File: src/rtl/kp_emu_pkg.sv
// Shared types and constants for the 4x4 keypad emulator: FSM states,
// the key-to-matrix-position map and its lookup.
package kp_emu_pkg;

  localparam int unsigned KP_ROWS = 4;
  localparam int unsigned KP_COLS = 4;

  typedef enum logic [2:0] {
    IDLE,
    PRESS,
    HOLD,
    RELEASE,
    GAP
  } kp_state_e;

  typedef struct packed {
    logic [1:0] row;
    logic [1:0] col;
  } kp_pos_t;

  // Indexed by hex key code; each entry is {row, col}.
  localparam logic [3:0] KEY_MAP [16] = '{
    4'hC, 4'h0, 4'h1, 4'h2,
    4'h4, 4'h5, 4'h6, 4'h8,
    4'h9, 4'hA, 4'h3, 4'h7,
    4'hB, 4'hF, 4'hE, 4'hD
  };

  function automatic kp_pos_t kp_key_pos(input logic [3:0] key);
    return kp_pos_t'(KEY_MAP[key]);
  endfunction

endpackage

File: src/rtl/kp_emu_ms_tick.sv
// Restartable millisecond divider: tick_c is high for one cycle every
// CLK_FREQ/1000 cycles, counted from the last restart.
module kp_ms_tick
  import kp_emu_pkg::*;
#(
  parameter int unsigned CLK_FREQ = 50_000_000
) (
  input  logic clk,
  input  logic rst,
  input  logic restart,
  output logic tick_c
);

  localparam int unsigned DIV  = (CLK_FREQ / 1000 > 0) ? CLK_FREQ / 1000 : 1;
  localparam int unsigned CW   = (DIV > 1) ? $clog2(DIV) : 1;
  localparam logic [CW-1:0] LAST = CW'(DIV - 1);

  logic [CW-1:0] cnt_q, cnt_d;

  always_comb begin
    cnt_d = cnt_q + CW'(1);
    if (restart || cnt_q == LAST) begin
      cnt_d = '0;
    end
  end

  always_ff @(posedge clk or posedge rst) begin
    if (rst) begin
      cnt_q <= '0;
    end else begin
      cnt_q <= cnt_d;
    end
  end

  assign tick_c = (cnt_q == LAST);

endmodule

File: src/rtl/keypad_emulator.sv
// Emulates the key side of a 4x4 scanned matrix keypad: accepts timed
// key-press requests and returns the active-low row for the latched column.
// Optional contact bounce is enabled with the KP_EMU_BOUNCE_EN macro.
module keypad_emulator
  import kp_emu_pkg::*;
#(
  parameter int unsigned CLK_FREQ       = 50_000_000,
  parameter int unsigned GAP_MS         = 5,
  parameter int unsigned BOUNCE_CYCLES  = 64,
  parameter int unsigned BOUNCE_TOGGLES = 4
) (
  input  logic               clk,
  input  logic               rst,
  input  logic               req_valid,
  output logic               req_ready,
  input  logic [3:0]         req_key,
  input  logic [7:0]         req_hold_ms,
  input  logic [KP_COLS-1:0] col_n,
  output logic [KP_ROWS-1:0] row_n,
  output logic               key_active,
  output logic               busy,
  output logic               done
);

  localparam int unsigned GAP_LOAD = (GAP_MS == 0) ? 1 : GAP_MS;

  if (BOUNCE_CYCLES == 0 || BOUNCE_TOGGLES < 2 || (BOUNCE_TOGGLES % 2) != 0) begin : g_cfg_check
    $error("keypad_emulator: BOUNCE_TOGGLES must be even and >= 2, BOUNCE_CYCLES >= 1");
  end

  kp_state_e          state_q, state_d;
  logic [1:0]         key_row_q, key_row_d;
  logic [1:0]         key_col_q, key_col_d;
  logic [7:0]         ms_cnt_q, ms_cnt_d;
  logic               key_active_q, key_active_d;
  logic               busy_q, busy_d;
  logic               done_q, done_d;
  logic               req_ready_q, req_ready_d;
  logic [KP_ROWS-1:0] row_n_q, row_n_d;
  logic               restart_c;
  logic               tick_c;
  kp_pos_t            pos_c;

`ifdef KP_EMU_BOUNCE_EN
  localparam int unsigned BCW = (BOUNCE_CYCLES > 1) ? $clog2(BOUNCE_CYCLES) : 1;
  localparam int unsigned BSW = $clog2(BOUNCE_TOGGLES);
  localparam logic [BCW-1:0] BCYC_LAST = BCW'(BOUNCE_CYCLES - 1);
  localparam logic [BSW-1:0] BSEG_LAST = BSW'(BOUNCE_TOGGLES - 1);

  logic [BCW-1:0] bcyc_q, bcyc_d;
  logic [BSW-1:0] bseg_q, bseg_d;
  logic           bounce_end_c;
`endif

  kp_ms_tick #(
    .CLK_FREQ(CLK_FREQ)
  ) u_ms_tick (
    .clk    (clk),
    .rst    (rst),
    .restart(restart_c),
    .tick_c (tick_c)
  );

  // Next-state, latched request and registered output computation.
  always_comb begin
    state_d      = state_q;
    key_row_d    = key_row_q;
    key_col_d    = key_col_q;
    ms_cnt_d     = ms_cnt_q;
    done_d       = 1'b0;
    restart_c    = 1'b0;
    pos_c        = kp_key_pos(req_key);
`ifdef KP_EMU_BOUNCE_EN
    bcyc_d       = bcyc_q;
    bseg_d       = bseg_q;
    bounce_end_c = 1'b0;
    if (state_q == PRESS || state_q == RELEASE) begin
      if (bcyc_q == BCYC_LAST) begin
        bcyc_d = '0;
        if (bseg_q == BSEG_LAST) begin
          bounce_end_c = 1'b1;
        end else begin
          bseg_d = bseg_q + BSW'(1);
        end
      end else begin
        bcyc_d = bcyc_q + BCW'(1);
      end
    end
`endif

    case (state_q)
      IDLE: begin
        if (req_valid && req_ready_q) begin
          key_row_d = pos_c.row;
          key_col_d = pos_c.col;
          ms_cnt_d  = (req_hold_ms == 8'd0) ? 8'd1 : req_hold_ms;
          state_d   = PRESS;
`ifdef KP_EMU_BOUNCE_EN
          bcyc_d    = '0;
          bseg_d    = '0;
`endif
        end
      end
      PRESS: begin
`ifdef KP_EMU_BOUNCE_EN
        if (bounce_end_c) begin
          state_d   = HOLD;
          restart_c = 1'b1;
        end
`else
        state_d   = HOLD;
        restart_c = 1'b1;
`endif
      end
      HOLD: begin
        if (tick_c) begin
          if (ms_cnt_q == 8'd1) begin
            state_d = RELEASE;
`ifdef KP_EMU_BOUNCE_EN
            bcyc_d  = '0;
            bseg_d  = '0;
`endif
          end else begin
            ms_cnt_d = ms_cnt_q - 8'd1;
          end
        end
      end
      RELEASE: begin
`ifdef KP_EMU_BOUNCE_EN
        if (bounce_end_c) begin
          state_d   = GAP;
          ms_cnt_d  = 8'(GAP_LOAD);
          restart_c = 1'b1;
        end
`else
        state_d   = GAP;
        ms_cnt_d  = 8'(GAP_LOAD);
        restart_c = 1'b1;
`endif
      end
      GAP: begin
        if (tick_c) begin
          if (ms_cnt_q == 8'd1) begin
            state_d = IDLE;
            done_d  = 1'b1;
          end else begin
            ms_cnt_d = ms_cnt_q - 8'd1;
          end
        end
      end
      default: state_d = IDLE;
    endcase

    // Bounce segments alternate starting closed on press, open on release.
    case (state_d)
      HOLD:    key_active_d = 1'b1;
`ifdef KP_EMU_BOUNCE_EN
      PRESS:   key_active_d = ~bseg_d[0];
      RELEASE: key_active_d = bseg_d[0];
`endif
      default: key_active_d = 1'b0;
    endcase

    busy_d      = (state_d != IDLE);
    req_ready_d = (state_d == IDLE);

    for (int unsigned r = 0; r < KP_ROWS; r++) begin
      row_n_d[r] = ~(key_active_q && (key_row_q == 2'(r)) && !col_n[key_col_q]);
    end
  end

  always_ff @(posedge clk or posedge rst) begin
    if (rst) begin
      state_q      <= IDLE;
      key_row_q    <= '0;
      key_col_q    <= '0;
      ms_cnt_q     <= '0;
      key_active_q <= 1'b0;
      busy_q       <= 1'b0;
      done_q       <= 1'b0;
      req_ready_q  <= 1'b0;
      row_n_q      <= '1;
`ifdef KP_EMU_BOUNCE_EN
      bcyc_q       <= '0;
      bseg_q       <= '0;
`endif
    end else begin
      state_q      <= state_d;
      key_row_q    <= key_row_d;
      key_col_q    <= key_col_d;
      ms_cnt_q     <= ms_cnt_d;
      key_active_q <= key_active_d;
      busy_q       <= busy_d;
      done_q       <= done_d;
      req_ready_q  <= req_ready_d;
      row_n_q      <= row_n_d;
`ifdef KP_EMU_BOUNCE_EN
      bcyc_q       <= bcyc_d;
      bseg_q       <= bseg_d;
`endif
    end
  end

  assign req_ready  = req_ready_q;
  assign row_n      = row_n_q;
  assign key_active = key_active_q;
  assign busy       = busy_q;
  assign done       = done_q;

endmodule

File: config.mk
export PLATFORM = sky130hd
export DESIGN_NAME = keypad_emulator
export DESIGN_NICKNAME = d
export VERILOG_FILES = /design/src/rtl/kp_emu_pkg.sv /design/src/rtl/kp_emu_ms_tick.sv /design/src/rtl/keypad_emulator.sv
export SDC_FILE = /design/constraint.sdc
export NUM_CORES = 1
export LEC_CHECK = 0
export ABC_AREA = 1
export BUFFER_PORTS_ARGS = -buffer_cell sky130_fd_sc_hd__clkbuf_2
export CAP_MARGIN = 15
export CORE_UTILIZATION = 50
export CTS_CLUSTER_DIAMETER = 50
export CTS_CLUSTER_SIZE = 10
export DETAILED_ROUTE_END_ITERATION = 16
export PLACE_DENSITY = 0.74
export SYNTH_ARGS = -nofsm -noshare
export SYNTH_HDL_FRONTEND = slang
export SYNTH_SLANG_ARGS = --single-unit
export TNS_END_PERCENT = 50
File: constraint.sdc
create_clock -name clk -period 3.55 [get_ports clk]
set_clock_uncertainty 0.2 [all_clocks]
set_input_delay 0.1775 -clock clk [delete_from_list [all_inputs] [get_ports clk]]
set_output_delay 0.1775 -clock clk [all_outputs]
set_load 0.05 [all_outputs]
==> impl_metrics.env <==
export IMPL_antenna_found_initial=0
export IMPL_cts_sinks=39
export IMPL_path_class="reg -> reg"
export IMPL_clkSlewWorstSetupHoldPaths_ns=0.08
export IMPL_path_cells="ha_1 > nand3_1 > nor2_2 > nand2_1 > nand2_2 > nor2_1 > o21a_1"
export IMPL_rsz0062_at_grt="no"
export IMPL_ant_nets=0
export IMPL_p_sw_uw=166
export IMPL_grt_use_total=0.206
export IMPL_postLayoutCoreUtil=0.586
export IMPL_avgSynthCellArea_um2=7.44
export IMPL_numCtsBuffers=5
export IMPL_end_kind="register"
export IMPL_period_minus_slack_ns=1.76
export IMPL_die_w_um=69.8
export IMPL_cpMaxStageDelayCell="dfrtp_1"
export IMPL_place_hpwl_mm=3.35
export IMPL_use_met2=0.344
export IMPL_finalCritPeriodShare=0.496
export IMPL_clock_latency_ns=0.29
export IMPL_areaGrowthSynthToFinish_pct=11.8
export IMPL_synth_edff_count=0
export IMPL_yosys_area_top_type="dfrtp_1"
export IMPL_routabilityCongestion=0.840
export IMPL_seqCellArea_um2=981
export IMPL_setup_violations=0
export IMPL_root_buffer="clkbuf_8"
export IMPL_crit_buf_inv=0
export IMPL_cts_buffer_depth=2
export IMPL_drt_iter0_drc=84
export IMPL_worstMarginPinSlew_ns=0.482
export IMPL_status="finished clean"
export IMPL_p_clk_frac=0.370
export IMPL_drive_gt1_frac=0.169
export IMPL_grt_pass1_vias=1874
export IMPL_wl_per_cell_um=11.1
export IMPL_synth_nets=331
export IMPL_nets=364
export IMPL_pin_count=27
export IMPL_drcViolationCount=0
export IMPL_slew_headroom=0.679
export IMPL_core_area_mm2=0.00438
export IMPL_via_per_inst=4.94
export IMPL_slew_viol_final=0
export IMPL_synth_cells=309
export IMPL_multi_input_area_mm2=0.00112
export IMPL_cts_tree="done"
export IMPL_async_flop_share=1.00
export IMPL_yosysSeqAreaShare=0.427
export IMPL_cp_arrival_ns=1.75
export IMPL_internal_power_uw=598
export IMPL_finalSetupTns_ns=0
export IMPL_cp_slowest_stage_delay_ns=0.37
export IMPL_cellLeakagePower_uw=0.00131
export IMPL_io_buffers=26
export IMPL_seqPwrFrac=0.583
export IMPL_synth_cell_types=34
export IMPL_ys_ff_latch=39
export IMPL_grt_first_pass_wirelength_mm=8.06
export IMPL_p_sw_frac=0.217
export IMPL_critPathTopFamily="simple AND/OR/NAND/NOR gates"
export IMPL_dieArea_mm2=0.00487
export IMPL_gr_total_overflow=0
export IMPL_netlist_area_leader_share=0.381
export IMPL_synth_area_leaders="dfrtp_1 (38%), nand2_1 (14%), nor2_1 (7.5%)"
export IMPL_initial_core_util=0.525
export IMPL_use_met1=0.264
export IMPL_htreeDepth=2
export IMPL_synth_cell_area_mm2=0.00230
export IMPL_ys_warn_count=0
export IMPL_die_h_um=69.8
export IMPL_fmax_mhz=568
export IMPL_comb_power_share=0.047
export IMPL_layout_common_cells="nand2_1 (86), nor2_1 (46), inv_1 (43), dfrtp_1 (35)"
export IMPL_grtUsageMet3=0.0378
export IMPL_antenna_cells=0
export IMPL_layout_commonest_cell="nand2_1"
export IMPL_start_kind="register"
export IMPL_drtPass1Iterations=4
export IMPL_rows=24
export IMPL_busiest_layer="met2"
export IMPL_powerDensity_mw_per_mm2=297
export IMPL_grt_max_degree=40
export IMPL_wirelength_mm=4.38
export IMPL_hold_violations=0
export IMPL_via_count=1953
export IMPL_min_path_type="in -> reg"
export IMPL_ys_flop_type="dfrtp_1"
export IMPL_drv_cap=0
export IMPL_path_max_fanout=14
export IMPL_crit_required_ns=3.54
export IMPL_fill_cells=410
export IMPL_vdd_ir_drop_worst_mv=0.202
worst register-to-register path, cell delays in order, from the launching register on:
cell and delay [ns]:
dfrtp_1 0.37, ha_1 0.19, nand3_1 0.11, nor2_2 0.23, nand2_1 0.14, nand2_2 0.25, nor2_1 0.07, o21a_1 0.10
flip-flops by register name (all words and copies together), names as in the netlist, 2 cells and up:
| signal | flops |
|---|---|
| key_col_q | 2 |
| key_row_q | 2 |
| ms_cnt_q | 8 |
| row_n | 4 |
| state_q | 3 |
| u_ms_tick.cnt_q | 16 |
area by class of cell:
| class | count | area share |
|---|---|---|
| Timing Repair Buffer | 28 | 0.0574 |
| Tap cell | 52 | 0.0253 |
| Sequential cell | 39 | 0.382 |
| Clock buffer | 8 | 0.0312 |
| Inverter | 46 | 0.0672 |
| Multi-Input combinational cell | 222 | 0.437 |
worst paths after layout:
path / start / to / slack, ns / cells past startpoint
worst max register to register: u_ms_tick.cnt_q[0]$_DFF_PP0_ / u_ms_tick.cnt_q[4]$_DFF_PP0_ / 1.79 / 7
worst min register to register: u_ms_tick.cnt_q[0]$_DFF_PP0_ / u_ms_tick.cnt_q[0]$_DFF_PP0_ / 0.26 / 1
worst min-delay path: req_hold_ms[7] / ms_cnt_q[7]$_DFFE_PP0P_ / 0.01 / 5
worst max-delay path: u_ms_tick.cnt_q[0]$_DFF_PP0_ / u_ms_tick.cnt_q[4]$_DFF_PP0_ / 1.79 / 7
min in group asynchronous: rst / u_ms_tick.cnt_q[3]$_DFF_PP0_ / 0.34 / 4
max in group asynchronous: rst / row_n[2]$_DFF_PP1_ / 2.45 / 4
power groups by stage:
stage | sequential [µW] | combinational, µW | clock (µW)
floorplan | 456 | 16.4 | 0
finish | 446 | 36.0 | 283
CTS | 445 | 36.8 | 293
global placement | 454 | 35.0 | 0
detailed placement | 454 | 35.9 | 0
global route | 445 | 42.4 | 308
through the flow:
step / std cells / hold slack [ns] / instance area, µm² / setup slack (ns) / power [µW]
final: 395 / 0.0123 / 2570 / 1.79 / 764
after global routing: 395 / 0.0352 / 2570 / 1.63 / 795
after CTS: 395 / 0.00519 / 2570 / 1.76 / 776
after detailed placement: 386 / 0.105 / 2480 / 1.77 / 490
after global placement: 386 / 0.0962 / 2480 / 1.83 / 489
after floorplan: 309 / 0.165 / 2300 / 1.92 / 472
repair_timing:
action / in CTS / in global routing
resized for setup: 0 / 0
buffers inserted: 0 / 0
endpoints found under the hold margin: 35 / 0
hold buffers: 1 / 0
cell families after synthesis:
group | Yosys count | share of synthesized area
and+or+nand+nor | 186 | 0.375
buffers and inverters | 48 | 0.0849
DFF | 39 | 0.427
AOI/OAI and AO/OA | 26 | 0.0707
xor gates and xnor gates | 7 | 0.0267
adders and majority gates | 3 | 0.0163
routing by layer:
metal | share of wire | wire length, µm
met1 | 0.48 | 2090
met2 | 0.47 | 2060
met3 | 0.037 | 160
met4 | 0.016 | 68
met5 | 0 | 0
synthesized netlist by cell type (3+ instances only):
cell type,n
nand4_1,5
dfrtp_1,35
nand2_1,86
xor2_1,6
nand2_2,4
inv_1,43
nor2_2,4
nor2_1,46
o21ai_0,12
ha_1,3
inv_2,3
nand3_1,26
nand2_4,3
a21oi_1,4
dfstp_2,4
No activity file was read; power rests on OpenSTA's default activity.
